### config.mk
export PLATFORM = sky130hd
export DESIGN_NAME = hazard_scoreboard_unit
export DESIGN_NICKNAME = d
export VERILOG_FILES = /design/src/rtl/hazard_scoreboard_unit.sv
export SDC_FILE = /design/constraint.sdc
export NUM_CORES = 1
export LEC_CHECK = 0
export ABC_AREA = 1
export CORE_ASPECT_RATIO = 1.25
export CORE_MARGIN = 4
export CORE_UTILIZATION = 26
export CTS_BUF_LIST = sky130_fd_sc_hd__clkbuf_8 sky130_fd_sc_hd__clkbuf_16
export DETAILED_ROUTE_END_ITERATION = 10
export GPL_TIMING_DRIVEN = 0
export PLACE_DENSITY = 0.5
export REMOVE_ABC_BUFFERS = 1
export SLEW_MARGIN = 0
export SYNTH_ARGS = -nofsm -noshare
export SYNTH_HDL_FRONTEND = slang
export SYNTH_SLANG_ARGS = --single-unit
### constraint.sdc
create_clock -name clk_i -period 4.5 [get_ports clk_i]
set_input_delay 0.9 -clock clk_i [delete_from_list [all_inputs] [get_ports clk_i]]
set_output_delay 0.9 -clock clk_i [all_outputs]
set_load 0.01 [all_outputs]
### src/rtl/hazard_scoreboard_unit.sv
// Load-use / branch hazard detection with a shift-register load tracker,
// memory wait-state freeze and a saturating stall-cycle counter.
module hazard_scoreboard_unit #(
    parameter int unsigned REG_AW       = 5,
    parameter int unsigned LOAD_LAT     = 1,
    parameter bit          BRANCH_IN_ID = 1'b0,
    parameter int unsigned CNT_W        = 32
) (
    input  logic              clk_i,
    input  logic              rst_i,
    input  logic [5:0]        Op_i,
    input  logic [REG_AW-1:0] IFID_RsAddr_i,
    input  logic [REG_AW-1:0] IFID_RtAddr_i,
    input  logic [REG_AW-1:0] IDEX_RdAddr_i,
    input  logic              IDEX_RegWrite_i,
    input  logic              IDEX_MemRead_i,
    input  logic              mem_ready_i,
    input  logic              MEM_MemAccess_i,
    output logic              PC_stall_o,
    output logic              IFID_stall_o,
    output logic              IDEX_bubble_o,
    output logic              freeze_o,
    output logic [CNT_W-1:0]  stall_cnt_o
);

    localparam logic [5:0] OP_RTYPE = 6'b000000;
    localparam logic [5:0] OP_BEQ   = 6'b000100;
    localparam logic [5:0] OP_SW    = 6'b101011;
    localparam logic [5:0] OP_ADDI  = 6'b001000;
    localparam logic [5:0] OP_LW    = 6'b100011;

    logic                  use_rs;
    logic                  use_rt;
    logic                  is_beq;
    logic                  ex_load;
    logic                  load_hz;
    logic                  br_hz;
    logic                  hazard;
    logic                  freeze;

    logic [LOAD_LAT-1:0]   vld_q;
    logic [LOAD_LAT-1:0]   vld_d;
    logic [REG_AW-1:0]     addr_q [LOAD_LAT];
    logic [REG_AW-1:0]     addr_d [LOAD_LAT];
    logic [CNT_W-1:0]      cnt_q;
    logic [CNT_W-1:0]      cnt_d;

    // Register $0 is hard-wired, so a zero source never creates a hazard.
    function automatic logic src_hit(
        input logic              urs,
        input logic              urt,
        input logic [REG_AW-1:0] rs,
        input logic [REG_AW-1:0] rt,
        input logic [REG_AW-1:0] a
    );
        return (urs && (|rs) && (rs == a)) ||
               (urt && (|rt) && (rt == a));
    endfunction

    always_comb begin
        use_rs = 1'b0;
        use_rt = 1'b0;
        unique case (Op_i)
            OP_RTYPE, OP_BEQ, OP_SW: begin
                use_rs = 1'b1;
                use_rt = 1'b1;
            end
            OP_ADDI, OP_LW: begin
                use_rs = 1'b1;
            end
            default: begin
                use_rs = 1'b0;
                use_rt = 1'b0;
            end
        endcase
    end

    assign is_beq  = BRANCH_IN_ID && (Op_i == OP_BEQ);
    assign ex_load = IDEX_MemRead_i & IDEX_RegWrite_i;
    assign freeze  = MEM_MemAccess_i & ~mem_ready_i;

    always_comb begin
        load_hz = ex_load &
                  src_hit(use_rs, use_rt, IFID_RsAddr_i,
                          IFID_RtAddr_i, IDEX_RdAddr_i);
        br_hz   = is_beq & IDEX_RegWrite_i &
                  src_hit(use_rs, use_rt, IFID_RsAddr_i,
                          IFID_RtAddr_i, IDEX_RdAddr_i);
        // The last stage is already forwardable to EX, but not yet to ID.
        for (int k = 0; k < int'(LOAD_LAT); k++) begin
            if (vld_q[k] &&
                src_hit(use_rs, use_rt, IFID_RsAddr_i,
                        IFID_RtAddr_i, addr_q[k])) begin
                if (k < int'(LOAD_LAT) - 1) begin
                    load_hz = 1'b1;
                end
                if (is_beq) begin
                    br_hz = 1'b1;
                end
            end
        end
    end

    assign hazard        = load_hz | br_hz;
    assign freeze_o      = freeze;
    assign PC_stall_o    = freeze | hazard;
    assign IFID_stall_o  = freeze | hazard;
    assign IDEX_bubble_o = ~freeze & hazard;
    assign stall_cnt_o   = cnt_q;

    always_comb begin
        vld_d  = vld_q;
        addr_d = addr_q;
        if (!freeze) begin
            vld_d[0]  = ex_load & (|IDEX_RdAddr_i);
            addr_d[0] = IDEX_RdAddr_i;
            for (int k = 1; k < int'(LOAD_LAT); k++) begin
                vld_d[k]  = vld_q[k-1];
                addr_d[k] = addr_q[k-1];
            end
        end
    end

    always_comb begin
        cnt_d = cnt_q;
        if (PC_stall_o && (cnt_q != {CNT_W{1'b1}})) begin
            cnt_d = cnt_q + 1'b1;
        end
    end

    always_ff @(posedge clk_i or negedge rst_i) begin
        if (!rst_i) begin
            vld_q <= '0;
            for (int k = 0; k < int'(LOAD_LAT); k++) begin
                addr_q[k] <= '0;
            end
            cnt_q <= '0;
        end else begin
            vld_q  <= vld_d;
            addr_q <= addr_d;
            cnt_q  <= cnt_d;
        end
    end

endmodule

Word-level counts from Yosys, hierarchy flattened

Index checks and enable logic that the tools add are counted.

Equal/unequal tests: 7
Add/subtract/negate cells: 1
Mux-type cells: 2
Reductions and logical operators: 11
Bitwise operators: 7

Operators with widths:

| kind                                                                   | number |
|---|---|
| 32-bit by 1-bit adder with 32-bit output (second input constant)       | 1 |
| 32-bit != test (second input constant)                                 | 1 |
| 5-bit OR reduction                                                     | 3 |
| 6-bit equality test (second input constant)                            | 2 |
| 5-bit equality test                                                    | 2 |
| 6-bit by 3-bit equality test with 1-bit output (second input constant) | 1 |
| 6-bit by 4-bit equality test with 1-bit output (second input constant) | 1 |
| 6-bit logical NOT                                                      | 1 |
| 1-bit logical AND                                                      | 5 |
| 1-bit AND                                                              | 4 |
| 3-bit OR reduction                                                     | 1 |
| 1-bit two-way mux                                                      | 2 |
| 1-bit NOT                                                              | 2 |
| 1-bit logical OR                                                       | 1 |
| 1-bit bitwise OR                                                       | 1 |

Input bits: 27
Word-level logic and storage cells: 29
Bits in registers: 32
Output and inout bits: 36

Logic depth before layout (Yosys ltp)

Depth in word-level cells: 9
Mapped depth: 14
Depth with buffers taken out: 13

Worst setup path before layout

No wires, ideal clock.

Path type: in2out
From: input Op_i[0]
To: output PC_stall_o
Arrival: 2.010 ns
Path slack: 1.590 ns
Data required time: 3.600 ns
Stages on the path: 9
Path through: nor2_1 nand3b_1 o21ai_0 nand3_1 nand2_1 nand2_1 nand2_1 buf_2 buf_4

Cells in the longest elaborated chain, start to end: 8

Ends and longest elaborated chain:

| element                                                                | RTL line | RTL |
|---|---|---|
| from (decl)                                                            | 11       | `input logic [5:0] Op_i,` |
| 6-bit by 4-bit equality test with 1-bit output (tied with other cells) | 63       | `unique case (Op_i)` |
| 5-bit OR reduction (no line) or 3-bit OR reduction (tied branches)     | --       |  |
| 1-bit two-way mux                                                      | 63       |  |
| 1-bit logical AND (2 in series)                                        | --       |  |
| 1-bit logical OR *                                                     | --       |  |
| 1-bit AND *                                                            | 83       | `load_hz = ex_load &` |
| 1-bit bitwise OR *                                                     | --       |  |
| to (decl)                                                              | 19       | `output logic PC_stall_o,` |

Mark *: on every way between the ends. The rest lies on a longest branch, timed or not.

Final worst setup path

From: input IDEX_RdAddr_i[1]
To: output IFID_stall_o

Cells in the longest elaborated chain, start to end: 5

Ends and longest elaborated chain:

| element             | RTL line | RTL |
|---|---|---|
| from (decl)         | 14       | `input logic [REG_AW-1:0] IDEX_RdAddr_i,` |
| 5-bit equality test | --       |  |
| 1-bit logical AND   | --       |  |
| 1-bit logical OR *  | --       |  |
| 1-bit AND *         | 83       |  |
| 1-bit bitwise OR *  | 107      | `assign IFID_stall_o = freeze \| hazard;` |
| to (decl)           | 20       | `output logic IFID_stall_o,` |

Marks and branches as above.

==> results.ini <==
[outcome]
status = completed

[worst_setup_path]
crit_buf_inv = 3
crit_path_end_kind = output port
required_ns = 3.60
crit_arrival_ns = 3.24
max_stage_delay_ns = 0.67
cp_max_fo = 36
crit_top_cell = nand2_1
reg2regPathDepth = 11
reg2reg_to = stall_cnt_o[0]
crit_type = primary input to output port
cp_cell_sequence = clkdlybuf4s50_1, inv_1, nand2_1, nand2_1, nor2_1, nand2_1, nor2_1, nand2_1, nand2_1, nand2_1, nand2_2, clkdlybuf4s50_1
reg2reg_slack_ns = 1.85
rr_startpoint = stall_cnt_o[0]
startpoint_type = primary input
cp_top_family = buffers and inverters
cp.depth = 12
cp_slowest_cell = clkdlybuf4s50_1

[min_path]
holdPathStages = 2
worstHoldStart = stall_cnt_o[31]
hold_class = register to register
whs_endpoint = stall_cnt_o[31]

[synthesis]
synth_compound_area_frac = 0.006198
synthCells = 367
synth_xor_area_frac = 0.1229
ys_seq_area_frac = 0.3306
ys_ff_latch = 32
yosysUniqueCellTypes = 25
synth_top_family_by_area = simple AND/OR/NAND/NOR gates
yosys.area.top_type = dfrtp_1
synth_mux_area_frac = 0
ys_warn_count = 0
synthSimpleGateAreaFrac = 0.4571
syn-cell-area_sq_mm = 0.002422
synth-adder-area-share = 0.005165
synthTopCellsByArea = dfrtp_1 33%, nand2_1 22%, nand3_1 8.9%
synth_top_cell_area_share = 0.3306
synth.avg_cell_area_sq_um = 6.600

[sta]
rsz0062_at_grt = false
min_period_over_period = 0.9211
slew_headroom = 0.5247
setup_viol = 0
setup_ws_ns = 0.3552
slew_violations = 0
final.setup.tns_ns = 0
finClkSkew_ns = 0.001575
worstMarginPinSlew_ns = 0.7105
hold_viol_final = 0
max_freq_ghz = 0.2413
min_period_ns = 4.145

[cells_and_area]
final_area_sq_mm = 0.003259
layout-drive-gt1-share = 0.03756
antenna_cells = 0
area_delta_synth_final_pct = 34.56
nets = 454
largest_register_ffs = 32
post-route-util = 0.3572

[grt]
grt_pass1_vias = 2421
grt.overflow.total = 0
track_usage = 0.1329
grt_max_degree = 37
grt_pass1_wl_mm = 11.63
antenna_found_initial = 0

[die]
initial_core_util = 0.2655
die_area_sq_mm = 0.01093
pin_count = 63
die_x_microns = 94.33
die_h_microns = 115.9
core-area_sq_mm = 0.009125
rows = 39

[flow_run]
maxCapViolCount = 0

[power_and_ir_drop]
power.density_mw_per_mm2 = 241.1
share_seq_of_total_power = 0.416
p_leak_nw = 1.541
p_clk_frac = 0.402
peakVddDrop_mv = 0.09749
switching_share = 0.2672
switching_power_mw = 0.2100
power.internal_mw = 0.5759
pwr-share-comb = 0.182

[route]
drc = 0
drt-initial-drc-count = 85
totalWireLength_mm = 6.696
vias = 2419
ant_nets = 0
drtPass1Iterations = 4
routed_via_density = 4.406
wl_per_cell_microns = 12.20

[placed_design]
hpwlAfterDp_mm = 5.136
preCtsSetupSlack_ns = -0.1045
io_buffer_count = 62
gp_congestion = 0.8723
place_area_sq_mm = 0.003123

[clocking]
cts_buffers = 5
cts_max_level = 2
cts_root_buf = clkbuf_16
cts_hold_buf = 0
cts_tree = built
clock_latency_ns = 0.27
path_clk_slew_ns = 0.05
ctsLongestPathBuffers = 2
clock_sinks = 32

-- logic make-up after synthesis --
logic type	count (synthesis)
compound gates	3
flops	32
xor+xnor	34
simple gates	255
buf+inv	42
fa+ha+maj	1
-- worst max-delay path by stage --
| stage | end | from | slack [ns] |
|---|---|---|---|
| global placement | IFID_stall_o | IDEX_RdAddr_i[0] | -0.12 |
| floorplan | IFID_stall_o | Op_i[0] | 1.49 |
| detailed placement | IFID_stall_o | IDEX_RdAddr_i[1] | -0.10 |
| global route | PC_stall_o | IDEX_RdAddr_i[0] | 0.08 |
| CTS | IFID_stall_o | IDEX_RdAddr_i[1] | 0.31 |
| finish | IFID_stall_o | IDEX_RdAddr_i[1] | 0.36 |
-- tightest hold or removal path, cell delays in order (launching register included) --
cell and delay (ns):
dfrtp_1 0.37, nand2_1 0.06, nand2_1 0.05
-- cells in the final DEF, fill, tap and decap left out, types with 2 or more instances in the layout --
| cell type | n |
|---|---|
| nand4_1 | 9 |
| nor2_1 | 47 |
| nand2_2 | 3 |
| xor2_1 | 24 |
| nor2_4 | 2 |
| dfrtp_1 | 32 |
| o21ai_0 | 2 |
| xnor2_1 | 10 |
| inv_1 | 33 |
| nand3_1 | 43 |
| clkdlybuf4s50_1 | 61 |
| nor3_1 | 6 |
| clkbuf_16 | 5 |
| nand2_1 | 138 |
-- cell usage after synthesis --
cell type    n
a21oi_1      1
and3_1       1
buf_2        4
buf_4        1
buf_6        3
clkbuf_1     2
dfrtp_1     32
ha_1         1
inv_1       32
nand2_1    139
nand2_2      2
nand2_4      1
nand3_1     43
nand3b_1     1
nand4_1      9
nand4_4      1
nor2_1      47
nor2_2       1
nor2_4       2
nor3_1       6
nor3b_1      1
nor4_2       1
o21ai_0      2
xnor2_1     10
xor2_1      24
-- per-stage QoR --
stage | cells | total power, mW | hold slack, ns
6_report | 549 | 0.7859 | 0.5106
5_1_grt | 549 | 0.8312 | 0.5472
4_1_cts | 549 | 0.7995 | 0.5241
3_5_place_dp | 542 | 0.4769 | 0.5109
3_3_place_gp | 542 | 0.4760 | 0.5029
2_1_floorplan | 357 | 0.3927 | 0.5267
-- power groups by stage --
stage / logic (mW) / clock network (mW) / registers, mW
floorplan: 0.0589 / 0 / 0.334
global placement: 0.145 / 0 / 0.331
detailed placement: 0.145 / 0 / 0.332
CTS: 0.146 / 0.326 / 0.327
global route: 0.165 / 0.336 / 0.330
finish: 0.143 / 0.316 / 0.327
-- metal layers --
metal	up-vias	GRT usage	wire length [microns]
li1	1271	-	-
met4	0	0.03179	62
met1	1081	0.1569	2903
met5	-	0	0
met2	59	0.2434	3368
met3	8	0.02922	361
-- layout make-up --
| cell class | instances | area (sq um) |
|---|---|---|
| fill | 975 | 5866 |
| multi-input combinational | 293 | 1435 |
| sequential | 32 | 800.8 |
| timing repair buffer | 62 | 615.6 |
| tap | 123 | 153.9 |
| clock buffer | 5 | 125.1 |
| inverter | 32 | 120.1 |
| clock inverter | 2 | 8.758 |
-- repair_timing --
item | in CTS | in global routing
setup endpoints to repair | 2 | 0
setup buffers | 0 | 0
resized for setup | 1 | 0
Power figures use the tool's default switching activity.
